**src/rtl/sbqm_teller_ctrl_if.sv**
```systemverilog
// Teller-side signal bundle of the queue manager's front-end controller.
// slave = the controller, master = whatever drives the teller stations.
interface sbqm_teller_ctrl_if;
    logic [2:0] tOpen;
    logic [2:0] tReq;
    logic       empty;
    logic       frontPC;
    logic [1:0] Tcount;
    logic       callValid;
    logic [1:0] callTeller;
    logic [2:0] tAck;
    logic       noShow;

    modport master (
        output tOpen, tReq, empty, frontPC,
        input  Tcount, callValid, callTeller, tAck, noShow
    );

    modport slave (
        input  tOpen, tReq, empty, frontPC,
        output Tcount, callValid, callTeller, tAck, noShow
    );
endinterface

```
**src/rtl/sbqm_teller_ctrl.sv**
```systemverilog
// Service-side controller: round-robin grants of "next customer" requests
// from three tellers, confirmed by the front photocell, with no-show timeout.
//
// state | meaning
// ------+------------------------------------------------------------
// IDLE  | no call outstanding; grant the next pending teller if queue non-empty
// CALL  | teller announced; waiting for the customer to break the beam
// PASS  | beam broken; waiting for it to clear to confirm the customer left
module sbqm_teller_ctrl #(
    parameter int unsigned TIMEOUT = 31
) (
    input logic clk,
    input logic rst,
    sbqm_teller_ctrl_if.slave bus
);

    typedef enum logic [1:0] {
        ST_IDLE = 2'd0,
        ST_CALL = 2'd1,
        ST_PASS = 2'd2
    } state_t;

    localparam logic [7:0] TIMEOUT_LD = 8'(TIMEOUT);

    state_t     state, state_nxt;
    logic [2:0] pending, pending_nxt;
    logic [1:0] rr, rr_nxt;
    logic [7:0] wait_cnt, wait_cnt_nxt;
    logic [1:0] teller, teller_nxt;
    logic [1:0] teller_idx;
    logic [2:0] teller_oh;
    logic       called_open;
    logic       pc_q;
    logic       fall_q;
    logic [2:0] eligible;
    logic [1:0] c0, c1, c2;
    logic [1:0] pick;
    logic       pick_valid;
    logic [2:0] grant_mask;
    logic [2:0] ack_nxt;
    logic       no_show_nxt;
    logic [2:0] ack_q;
    logic       no_show_q;
    logic [1:0] tcount_q;

    function automatic logic [1:0] inc3(input logic [1:0] v);
        return (v == 2'd2) ? 2'd0 : v + 2'd1;
    endfunction

    assign teller_idx  = teller - 2'd1;
    assign called_open = |(bus.tOpen & teller_oh);
    assign eligible    = pending & bus.tOpen;

    // One-hot of the teller currently being called (zero when none).
    always_comb begin
        teller_oh = 3'b000;
        case (teller)
            2'd1:    teller_oh = 3'b001;
            2'd2:    teller_oh = 3'b010;
            2'd3:    teller_oh = 3'b100;
            default: teller_oh = 3'b000;
        endcase
    end

    // Round-robin pick: first eligible teller starting at rr.
    always_comb begin
        c0         = rr;
        c1         = inc3(rr);
        c2         = inc3(c1);
        pick       = 2'd0;
        pick_valid = 1'b0;
        if (eligible[c0]) begin
            pick       = c0;
            pick_valid = 1'b1;
        end else if (eligible[c1]) begin
            pick       = c1;
            pick_valid = 1'b1;
        end else if (eligible[c2]) begin
            pick       = c2;
            pick_valid = 1'b1;
        end
    end

    // Next-state and registered-output decode; a closed called teller aborts silently.
    always_comb begin
        state_nxt    = state;
        teller_nxt   = teller;
        rr_nxt       = rr;
        wait_cnt_nxt = wait_cnt;
        ack_nxt      = 3'b000;
        no_show_nxt  = 1'b0;
        grant_mask   = 3'b000;
        case (state)
            ST_IDLE: begin
                if (pick_valid && !bus.empty) begin
                    grant_mask   = 3'b001 << pick;
                    teller_nxt   = pick + 2'd1;
                    wait_cnt_nxt = TIMEOUT_LD;
                    state_nxt    = ST_CALL;
                end
            end
            ST_CALL: begin
                if (!called_open) begin
                    teller_nxt = 2'd0;
                    state_nxt  = ST_IDLE;
                end else if (fall_q) begin
                    state_nxt = ST_PASS;
                end else if (wait_cnt == 8'd0) begin
                    no_show_nxt = 1'b1;
                    rr_nxt      = inc3(teller_idx);
                    teller_nxt  = 2'd0;
                    state_nxt   = ST_IDLE;
                end else begin
                    wait_cnt_nxt = wait_cnt - 8'd1;
                end
            end
            ST_PASS: begin
                if (!called_open) begin
                    teller_nxt = 2'd0;
                    state_nxt  = ST_IDLE;
                end else if (bus.frontPC) begin
                    ack_nxt    = teller_oh;
                    rr_nxt     = inc3(teller_idx);
                    teller_nxt = 2'd0;
                    state_nxt  = ST_IDLE;
                end
            end
            default: begin
                teller_nxt = 2'd0;
                state_nxt  = ST_IDLE;
            end
        endcase
        // Closing a teller or granting it clears its request; closing wins over a new request.
        pending_nxt = (pending | (bus.tReq & bus.tOpen)) & bus.tOpen & ~grant_mask;
    end

    // State, bookkeeping and pulse outputs. The fall flag is registered so the
    // FSM acts on a beam break one edge after the photocell register sees it.
    always_ff @(posedge clk) begin
        if (rst) begin
            state     <= ST_IDLE;
            pending   <= 3'b000;
            rr        <= 2'd0;
            wait_cnt  <= 8'd0;
            teller    <= 2'd0;
            pc_q      <= 1'b1;
            fall_q    <= 1'b0;
            ack_q     <= 3'b000;
            no_show_q <= 1'b0;
            tcount_q  <= 2'd0;
        end else begin
            state     <= state_nxt;
            pending   <= pending_nxt;
            rr        <= rr_nxt;
            wait_cnt  <= wait_cnt_nxt;
            teller    <= teller_nxt;
            pc_q      <= bus.frontPC;
            fall_q    <= ~bus.frontPC & pc_q;
            ack_q     <= ack_nxt;
            no_show_q <= no_show_nxt;
            tcount_q  <= {1'b0, bus.tOpen[0]} + {1'b0, bus.tOpen[1]} + {1'b0, bus.tOpen[2]};
        end
    end

    assign bus.Tcount     = tcount_q;
    assign bus.callValid  = (state != ST_IDLE);
    assign bus.callTeller = teller;
    assign bus.tAck       = ack_q;
    assign bus.noShow     = no_show_q;

endmodule

```
**src/flat_wrapper.sv**
```systemverilog
// flat-port wrapper written by rule: the top's interface ports become plain ports
module sbqm_teller_ctrl_flat 
#(
    parameter int unsigned TIMEOUT = 31
)
  (clk, rst, bus_tOpen, bus_tReq, bus_empty, bus_frontPC, bus_Tcount, bus_callValid, bus_callTeller, bus_tAck, bus_noShow);
  sbqm_teller_ctrl_if bus_i ();
  input logic clk;
  input logic rst;
  input wire logic [$bits(bus_i.tOpen)-1:0] bus_tOpen;
  input wire logic [$bits(bus_i.tReq)-1:0] bus_tReq;
  input wire logic [$bits(bus_i.empty)-1:0] bus_empty;
  input wire logic [$bits(bus_i.frontPC)-1:0] bus_frontPC;
  output wire logic [$bits(bus_i.Tcount)-1:0] bus_Tcount;
  output wire logic [$bits(bus_i.callValid)-1:0] bus_callValid;
  output wire logic [$bits(bus_i.callTeller)-1:0] bus_callTeller;
  output wire logic [$bits(bus_i.tAck)-1:0] bus_tAck;
  output wire logic [$bits(bus_i.noShow)-1:0] bus_noShow;
  assign bus_i.tOpen = bus_tOpen;
  assign bus_i.tReq = bus_tReq;
  assign bus_i.empty = bus_empty;
  assign bus_i.frontPC = bus_frontPC;
  assign bus_Tcount = bus_i.Tcount;
  assign bus_callValid = bus_i.callValid;
  assign bus_callTeller = bus_i.callTeller;
  assign bus_tAck = bus_i.tAck;
  assign bus_noShow = bus_i.noShow;
  sbqm_teller_ctrl #(.TIMEOUT(TIMEOUT)) u_core (.clk(clk), .rst(rst), .bus(bus_i));
endmodule
```
**config.mk**
```make
export PLATFORM = sky130hd
export DESIGN_NAME = sbqm_teller_ctrl_flat
export DESIGN_NICKNAME = d
export VERILOG_FILES = /design/src/rtl/sbqm_teller_ctrl_if.sv /design/src/rtl/sbqm_teller_ctrl.sv /design/src/flat_wrapper.sv
export SDC_FILE = /design/constraint.sdc
export NUM_CORES = 1
export LEC_CHECK = 0
export BUFFER_PORTS_ARGS = -buffer_cell sky130_fd_sc_hd__clkbuf_2
export CORE_UTILIZATION = 51
export DETAILED_ROUTE_END_ITERATION = 7
export PLACE_DENSITY = 0.73
export SLEW_MARGIN = 20
export SYNTH_ARGS = -nofsm -noshare
export SYNTH_HDL_FRONTEND = slang
export SYNTH_SLANG_ARGS = --single-unit
```
**constraint.sdc**
```tcl
create_clock -name clk -period 3.1 [get_ports clk]
set_input_delay 0.62 -clock clk [delete_from_list [all_inputs] [get_ports clk]]
set_output_delay 0.62 -clock clk [all_outputs]
set_load 0.005 [all_outputs]
```
# After elaboration in Yosys (flattened, before gate mapping)
# Index checks and enable logic that the tools add are counted.
[totals]
word_cells = 108
out_inout_bits = 9
in_bits = 10
ff_bits = 25
[classes]
order_cmp = 3
shifts = 1
muxes = 41
reduce_logical = 14
bitwise = 12
n_eq_ne = 19
add_sub_neg = 8
[ops]
columns = ["op", "n"]
rows = [
  ["2-bit 2-to-1 mux", 20],
  ["8-bit 2-to-1 mux", 4],
  ["8-bit one-hot mux with 2 select lines", 1],
  ["3-bit bitwise AND", 5],
  ["2-bit == test, second input constant", 6],
  ["2-bit one-hot mux with 3 select lines", 2],
  ["2-bit by 3-bit less-than comparator with 1-bit output, second input constant", 3],
  ["3-bit inequality test, second input constant", 3],
  ["3-bit one-hot mux with 3 select lines", 1],
  ["2-bit by 1-bit adder with 2-bit output, second input constant", 4],
  ["8-bit logical NOT", 1],
  ["2-bit by 1-bit inequality test with 1-bit output, second input constant", 4],
  ["4-bit OR reduction", 2],
  ["8-bit by 1-bit subtractor with 8-bit output, second input constant", 1],
  ["1-bit 2-to-1 mux", 7],
  ["1-bit binary-select mux with 2-bit select", 3],
  ["3-bit 2-to-1 mux", 2],
  ["2-bit inequality test, second input constant", 3],
  ["6-bit AND reduction", 1],
  ["2-bit nonzero test", 3],
  ["5-bit AND reduction", 1],
  ["2-bit by 1-bit == test with 1-bit output, second input constant", 2],
  ["4-bit inequality test, second input constant", 1],
  ["1-bit NOT", 4],
  ["14 further kinds", 14],
]

# Logic depth before layout (Yosys ltp)
# Gate-level depths: netlist (run 1).
[logic_depth]
word_depth = 14
mapped_depth = 7
depth_no_buf = 7

# Worst setup path after synthesis (run 1)
# Ideal clock, no wire load.
[synth_path]
kind = "input to register"
startpoint = "input bus_tOpen[2]"
endpoint = "register u_core.teller[1], in the netlist u_core.bus.callTeller[1]"
setup_slack_ps = 1102
t_arrival_ps = 1897
cell_stages = 7
setup_time_ps = 101
required_ps = 2999
n_path_buf = 0
cell_sequence = "a32oi_1 nor2_1 a311oi_1 inv_1 ha_1 inv_1 o41ai_1"
[synth_between]
elab_chain_cells = 9
word_cells_on_any_way = 26
classes_between = "add/sub: 1; eq/ne: 4; mux: 16; bitwise: 2; reduce/logical: 3"
[synth_lines]
columns = ["element", "line", "source"]
rows = [
  ["from (decl)", "flat_wrapper.sv:10", "input wire logic [$bits(bus_i.tOpen)-1:0] bus_tOpen;"],
  ["3-bit bitwise AND", "sbqm_teller_ctrl.sv:52", "assign eligible = pending & bus.tOpen;"],
  ["1-bit binary-select mux with 2-bit select", "sbqm_teller_ctrl.sv:78", "end else if (eligible[c2]) begin"],
  ["1-bit 2-to-1 mux (implied by the code)", "sbqm_teller_ctrl.sv:78", ""],
  ["2-bit 2-to-1 mux or 1-bit 2-to-1 mux (tied branches)", "sbqm_teller_ctrl.sv:78", ""],
  ["2-bit 2-to-1 mux or 1-bit 2-to-1 mux (tied branches)", "sbqm_teller_ctrl.sv:75", "end else if (eligible[c1]) begin"],
  ["2-bit 2-to-1 mux or 1-bit 2-to-1 mux (tied branches)", "sbqm_teller_ctrl.sv:72", "if (eligible[c0]) begin"],
  ["2-bit by 1-bit adder with 2-bit output or 1-bit logical AND (tied branches)", "sbqm_teller_ctrl.sv:97, sbqm_teller_ctrl.sv:95", ""],
  ["2-bit 2-to-1 mux or 2-bit by 1-bit inequality test with 1-bit output (tied branches)", "n/a", ""],
  ["2-bit one-hot mux with 3 select lines or 4-bit AND reduction (tied branches)", "n/a", ""],
  ["to (signal assigned)", "sbqm_teller_ctrl.sv:156", "teller <= teller_nxt;"],
  ["to (decl)", "sbqm_teller_ctrl.sv:29", "logic [1:0] teller, teller_nxt;"],
]
# Several ways; a longest one is shown, not always the timed one. The select of a mux whose other input is x is not followed.
# A chain may end at the register's enable or synchronous reset.

# Worst setup path in the final report (run 1)
# Ends and elaborated chain as after synthesis.

==> impl_metrics.yaml, run 1 <==
run_status:
  outcome: "finished clean"
synth:
  synthesis.area_sq_um: 1260
  syn_nets: 152
  yosysTopAreaCell: "dfxtp_1"
  synthArstFlopShare: 0
  synth_edf_count: 0
  ys.flop_type: "dfxtp_1"
  ys_seq_area_frac: 0.396
  yosysUniqueCellTypes: 45
  yosysWarnings: 0
  syn_inst: 136
  avgSynthCellArea_sq_um: 9.28
  synth_top_cell_area_share: 0.396
  synth_area_leaders: "dfxtp_1 40%, ha_1 5.0%, nor2_1 3.9%, a21oi_1 3.6%, inv_1 3.0%"
  synth.ff_latch_count: 25
drt:
  ant_nets: 0
  top_layer: "met4"
  drt-wirelength-per-cell_um: 13.7
  routed-wl-met2_um: 1110
  drc_errors: 0
  met3_length_um: 186
  drt-pass1-iter-count: 4
  routed-via-count: 1089
  dr.first_iter.drc_count: 39
  routed_wl_um: 2500
  avgViaCountPerCell: 5.95
  drt-met1-wl_um: 1180
layout:
  fillers: 204
  syn_to_final_growth_pct: 10.6
  n_antenna_cell: 0
  fin_cells: 183
  drive_gt1_frac: 0.232
  fin_nets: 172
global_route:
  grtUsageTotal: 0.213
  grt_pass1_vias: 980
  grt_max_degree: 17
  grt_pass1_wl_um: 4270
  antenna_found_initial: 0
  overflow: 0
sta:
  relSlewSlack: 0.586
  finalHoldViolations: 0
  tightest_slew_ns: 0.617
  fmax_ghz: 0.492
  rsz0062_at_grt: "no"
  final.setup_skew_ns: 0.00812
  fin_setup_tns_ns: 0
  drv_slew: 0
  fin_crit_sh: 0.655
  setup_viol: 0
  period_minus_slack_ns: 2.03
power_and_ir_drop:
  p_clk_frac: 0.254
  p_per_area_nw_per_um2: 408
  switchingPower_w: 0.000153
  p_int_w: 0.000417
  power_frac_comb: 0.138
  p_sw_frac: 0.268
  ir_drop_mv: 0.411
  pwr-share-seq: 0.608
  p_leak_nw: 0.540
setup_path:
  critPathLaunch: "bus_tOpen[2]"
  r2r_slack_ns: 1.13
  reg2reg_from: "u_core.c0[1]"
  arrival_ns: 2.26
  cp_max_fo: 6
  end_kind: "register"
  r2r_end: "u_core.bus.callTeller[1]"
  start_kind: "input port"
  crit_type: "in -> reg"
  r2r_cells: 7
  crit_required_ns: 3.32
  crit_path_end: "u_core.bus.callTeller[1]"
clock_network:
  cts_root_buf: "clkbuf_4"
  cts_buffers: 3
  path_clk_slew_ns: 0.13
  cts_max_level: 1
  tritoncts: "yes"
  cts.path.max_buffers: 2
  clock_latency_ns: 0.32
  post_cts_buffers: 0
  ctsResizeCount: 0
  postCtsHoldBufs: 0
  clock-sinks: 25
die:
  die_x_um: 51.8
  dieArea_sq_um: 2680
  core_area_sq_um: 2280
  die_h_um: 51.8
  io_pins: 19
  start_util: 0.555
  std_cell_rows: 17
job:
  drv_cap: 0
place:
  gp_congestion: 0.919
  dpl.cell_count: 179
  dp_hpwl_um: 1920
  portBuffers: 18
worst_hold_path:
  holdCritPathClass: "reg -> reg"
==> sequential cells by signal, indices dropped and copies added (netlist names) <==
name and cells:
u_core.bus.tAck 3, u_core.bus.callTeller 2, u_core.bus.Tcount 2, u_core.bus.noShow 1, u_core.fall_q 1, u_core.pending 3
u_core.pc_q 1, u_core.c0 2, u_core.wait_cnt 8, u_core.state 2
==> cell families (layout without fill, tap and decap cells) <==
logic type | after synthesis | in the layout | share of synthesized area
XOR/XNOR | 3 | 3 | 0.0208
multiplexers | 3 | 3 | 0.0287
buffers and inverters | 13 | 32 | 0.0446
adder cells (fa/ha/maj) | 6 | 6 | 0.0654
AND/OR/NAND/NOR | 55 | 55 | 0.254
AO/OA/AOI/OAI | 31 | 31 | 0.190
flip-flops | 25 | 25 | 0.396
==> metrics by stage <==
stage	setup WS, ns	hold slack [ns]	cell area (sq um)	power, W	utilization
CTS	1.10	0.426	1400	0.000575	0.614
floorplan	1.10	0.392	1260	0.000403	-
detailed placement	0.742	0.407	1370	0.000431	0.601
finish	1.07	0.423	1400	0.000569	0.614
global route	0.995	0.443	1400	0.000600	0.614
global placement	0.878	0.398	1370	0.000428	0.601
==> area by class of cell <==
| type | instances | area, sq um | area share |
|---|---|---|---|
| multi-input cells | 98 | 706 | 0.505 |
| flip-flops and latches | 25 | 500 | 0.358 |
| repair buffers | 18 | 90.1 | 0.0645 |
| inverters | 10 | 37.5 | 0.0269 |
| well taps | 28 | 35.0 | 0.0251 |
| clock buffers | 3 | 22.5 | 0.0161 |
| clock inverters | 1 | 5.00 | 0.00358 |
==> Yosys cell counts, types with 2 or more instances <==
| cell | n |
|---|---|
| nor3_1 | 4 |
| inv_1 | 10 |
| a211oi_1 | 2 |
| nand2_1 | 7 |
| xor2_1 | 3 |
| nor2b_1 | 5 |
| nand4_1 | 3 |
| dfxtp_1 | 25 |
| o211ai_1 | 3 |
| nor2_1 | 13 |
| nor3b_1 | 3 |
| nand3_1 | 5 |
| o22ai_1 | 2 |
| nand2b_1 | 2 |
| or2_2 | 5 |
| clkbuf_1 | 2 |
| a21oi_1 | 9 |
| nand3b_1 | 2 |
| ha_1 | 5 |
==> metal layers <==
layer  vias up  global-route usage
met5         -                   0
met4         0              0.0631
met3         6              0.0643
met2        44               0.323
met1       506               0.290
li1        533                   -
==> critical path, cell delays in order <==
cell and delay, ns:
clkbuf_2 0.13, a32oi_1 0.20, nor2_1 0.06, a311oi_1 0.44
inv_1 0.13, ha_1 0.30, inv_1 0.04, o41ai_1 0.34
==> how the worst min path moves through the flow <==
stage | cells past startpoint | slack (ns) | end | from
3_5_place_dp | 2 | 0.41 | u_core.fall_q | u_core.pc_q
2_1_floorplan | 2 | 0.39 | u_core.fall_q | u_core.pc_q
6_report | 2 | 0.42 | u_core.fall_q | u_core.pc_q
4_1_cts | 2 | 0.43 | u_core.fall_q | u_core.pc_q
5_1_grt | 2 | 0.44 | u_core.fall_q | u_core.pc_q
3_3_place_gp | 2 | 0.40 | u_core.fall_q | u_core.pc_q
==> power by group through the flow <==
stage	clock (W)	combinational (W)	sequential, W
floorplan	0	0.0000522	0.000351
global placement	0	0.0000758	0.000352
detailed placement	0	0.0000782	0.000353
CTS	0.000151	0.0000788	0.000346
global route	0.000163	0.0000885	0.000348
finish	0.000145	0.0000789	0.000346
==> layout by cell type, fill, tap and decap left out, types with 2 or more instances in the layout <==
cell type	netlist	routed
nand3_1	5	5
o211ai_1	3	3
a21oi_1	9	9
clkbuf_4	0	3
nand2b_1	2	2
nand2_1	7	7
o22ai_1	2	2
nand3b_1	2	2
or2_2	5	5
a211oi_1	2	2
nand4_1	3	3
inv_1	10	10
nor2b_1	5	5
ha_1	5	5
dfxtp_1	25	25
clkbuf_2	0	18
nor3b_1	3	3
xor2_1	3	3
nor2_1	13	13
nor3_1	4	4
Power figures use the tool's default switching activity.
==> run 2: changes to the inputs <==
--- a/config.mk
+++ b/config.mk
@@ -5,10 +5,11 @@
 export SDC_FILE = /design/constraint.sdc
 export NUM_CORES = 1
 export LEC_CHECK = 0
+export ABC_AREA = 1
 export BUFFER_PORTS_ARGS = -buffer_cell sky130_fd_sc_hd__clkbuf_2
 export CORE_UTILIZATION = 51
 export DETAILED_ROUTE_END_ITERATION = 7
-export PLACE_DENSITY = 0.73
+export PLACE_DENSITY = 0.74
 export SLEW_MARGIN = 20
 export SYNTH_ARGS = -nofsm -noshare
 export SYNTH_HDL_FRONTEND = slang
==> constraint.sdc (replaced) <==
create_clock -name clk -period 1.8 [get_ports clk]
set_input_delay 0.36 -clock clk [delete_from_list [all_inputs] [get_ports clk]]
set_output_delay 0.36 -clock clk [all_outputs]
set_load 0.005 [all_outputs]
==> run 2 against run 1 <==
Effect of this change: the flow now finishes with violations (DRC); combinational power increased to 17 times the previous value; final cell count increased by 46%; core utilization decreased by 0.11 points; first-iteration DRC count increased by 41%; via count increased by 22%.
==> impl_metrics.yaml, run 2 <==
setup_path:
  start_kind: "register"
  cp_num_buf_inv: 1
  crit_required_ns: 2.01
  cp_cell_sequence: "nor2_1 -> nand2_1 -> nand2_2 -> a21oi_1 -> inv_1 -> ha_1 -> nand2_1 -> nand4_1 -> nand2_1 -> nor2_1"
  cp_common_cell: "nand2_1"
  critPathMaxStageDelay_ns: 0.47
  cp_slowest_cell: "dfxtp_2"
  end_kind: "register"
  crit_type: "reg -> reg"
  cp_max_fo: 9
  path_delay_family: "simple AND/OR/NAND/NOR gates"
  arrival_ns: 1.87
layout:
  largest_register_ffs: 8
  final_cell_mix: "35 x nand2_1, 31 x nor2_1, 22 x dfxtp_1, 21 x nand3_1, 20 x inv_1"
  n_antenna_cell: 0
  drive_gt1_frac: 0.318
  syn_to_final_growth_pct: 12.1
  top_register: "u_core.wait_cnt"
  design_area_sq_um: 1720
  final_common_cell: "nand2_1"
  fillers: 274
  fin_nets: 253
clock_network:
  cts_buffers: 3
  cts_max_level: 1
  cts_root_buf: "clkbuf_4"
  cts.path.max_buffers: 2
  clock_latency_ns: 0.31
  clock-sinks: 25
  path_clk_slew_ns: 0.14
  tritoncts: "yes"
global_route:
  grtUsageTotal: 0.204
  grt_max_degree: 15
  grt_pass1_vias: 1208
  antenna_found_initial: 0
  overflow: 0
  grt_pass1_wl_um: 5220
drt:
  ant_nets: 0
  drt-wirelength-per-cell_um: 11.0
  routed_wl_um: 2940
  avgViaCountPerCell: 4.96
  drc_errors: 11
  routed-via-count: 1324
  drt-pass1-iter-count: 6
  dr.first_iter.drc_count: 55
power_and_ir_drop:
  p_int_w: 0.00125
  power_frac_comb: 0.559
  p_clk_frac: 0.106
  pwr-share-seq: 0.335
  ir_drop_mv: 0.800
  p_sw_frac: 0.470
  power_w: 0.00237
  switchingPower_w: 0.00111
  p_per_area_nw_per_um2: 1380
  p_leak_nw: 0.834
place:
  gp_congestion: 0.816
  place_area_sq_um: 1680
  dp_hpwl_um: 2320
  portBuffers: 18
run_status:
  violations: "DRC"
  outcome: "finished, violations left"
die:
  io_pins: 19
  std_cell_rows: 19
  core_area_sq_um: 2810
  start_util: 0.546
  die_x_um: 56.8
  dieArea_sq_um: 3230
  die_h_um: 56.8
synth:
  synth_area_leaders: "dfxtp_1 33%, nand2_1 8.6%, nor2_1 7.6%, nand3_1 6.9%, inv_1 4.9%"
  yosysUniqueCellTypes: 30
  synthArstFlopShare: 0
  ys.flop_type: "dfxtp_1"
  ys_seq_area_frac: 0.327
  synth_top_cell_area_share: 0.327
  synth_edf_count: 0
  avgSynthCellArea_sq_um: 7.26
  yosysMostFrequentCell: "nand2_1"
  synth.ff_latch_count: 25
  syn_nets: 227
  syn_inst: 211
  yosysWarnings: 0
  synthesis.area_sq_um: 1530
  synth_common_cells: "35 x nand2_1, 31 x nor2_1, 25 x dfxtp_1"
  yosysTopAreaCell: "dfxtp_1"
sta:
  tightest_slew_ns: 0.367
  fin_crit_sh: 0.918
  period_minus_slack_ns: 1.65
  drv_slew: 0
  fmax_ghz: 0.605
  relSlewSlack: 0.755
  finalHoldViolations: 0
  final.setup_skew_ns: 0.0109
  setup_viol: 0
worst_hold_path:
  holdCritPathClass: "in -> reg"
job:
  drv_cap: 0
run 2: changes by cell type after synthesis, sizes merged, moves of 3 or more:
cell | previous run | this run
or2 | 5 | 2
a211oi | 3 | 0
nand2 | 7 | 47
inv | 10 | 30
o21ai | 1 | 10
nor2 | 13 | 39
o211ai | 3 | 0
nand3 | 5 | 25
nor2b | 5 | 0
o21a | 0 | 3
nor3b | 3 | 0
run 2: metal layers:
metal	vias to the layer above	GRT usage	wire length (um)
li1	721	-	-
met1	576	0.278	1420
met2	25	0.342	1380
met3	2	0.0276	109
met4	0	0.0453	19
met5	-	0	0
run 2: final timing paths:
| path | startpoint | slack, ns | endpoint | cells after the start |
|---|---|---|---|---|
| worst min-delay path | bus_frontPC | 0.30 | u_core.pc_q | 3 |
| worst min register to register | u_core.pc_q | 0.44 | u_core.fall_q | 2 |
| worst max register to register | u_core.c0[1] | 0.15 | u_core.bus.callTeller[1] | 10 |
| worst max-delay path | u_core.c0[1] | 0.15 | u_core.bus.callTeller[1] | 10 |
run 2: cell families (layout without fill, tap and decap cells):
kind of cell | Yosys count | after routing | synth area share
buffers and inverters | 33 | 58 | 0.0865
flip-flops | 25 | 25 | 0.327
AO/OA/AOI/OAI | 23 | 23 | 0.102
AND/OR/NAND/NOR | 121 | 121 | 0.414
adder cells (fa/ha/maj) | 6 | 6 | 0.0539
XOR/XNOR | 3 | 3 | 0.0171
run 2: through the flow:
stage               hold slack [ns]  setup TNS (ns)  utilization  setup slack (ns)  std cells
finish                        0.301               0        0.612             0.147        267
global route                  0.293         -0.0274        0.612           -0.0274        267
CTS                           0.292               0        0.608            0.0232        266
detailed placement            0.420               0        0.599            0.0626        262
global placement              0.407               0        0.599             0.110        262
floorplan                     0.402               0            -             0.252        211
run 2: worst reg2reg max path, delay by kind of cell, from the launching register on:
family	cells	cell delay, ns
compound gates	1	0.19
fa+ha+maj	1	0.28
buf+inv	1	0.09
flops	1	0.47
simple gates	7	0.53
run 2: what timing repair did:
item	4_1_cts	5_1_grt
setup endpoints to repair	0	5
hold buffers	0	0
buffers inserted	0	1
gates resized for setup	0	3
run 2: layout make-up:
| class | instances | area, sq um | area share |
|---|---|---|---|
| well taps | 31 | 38.8 | 0.0226 |
| repair buffers | 24 | 135 | 0.0787 |
| multi-input cells | 153 | 900 | 0.524 |
| clock buffers | 3 | 22.5 | 0.0131 |
| inverters | 30 | 113 | 0.0655 |
| clock inverters | 1 | 5.00 | 0.00291 |
| flip-flops and latches | 25 | 504 | 0.294 |
run 2: power by group through the flow:
stage / Combinational (W) / Sequential [W] / Clock, W
finish: 0.00132 / 0.000794 / 0.000250
global route: 0.00151 / 0.000814 / 0.000284
CTS: 0.00133 / 0.000791 / 0.000252
detailed placement: 0.00132 / 0.000804 / 0
global placement: 0.00131 / 0.000803 / 0
floorplan: 0.00110 / 0.000773 / 0
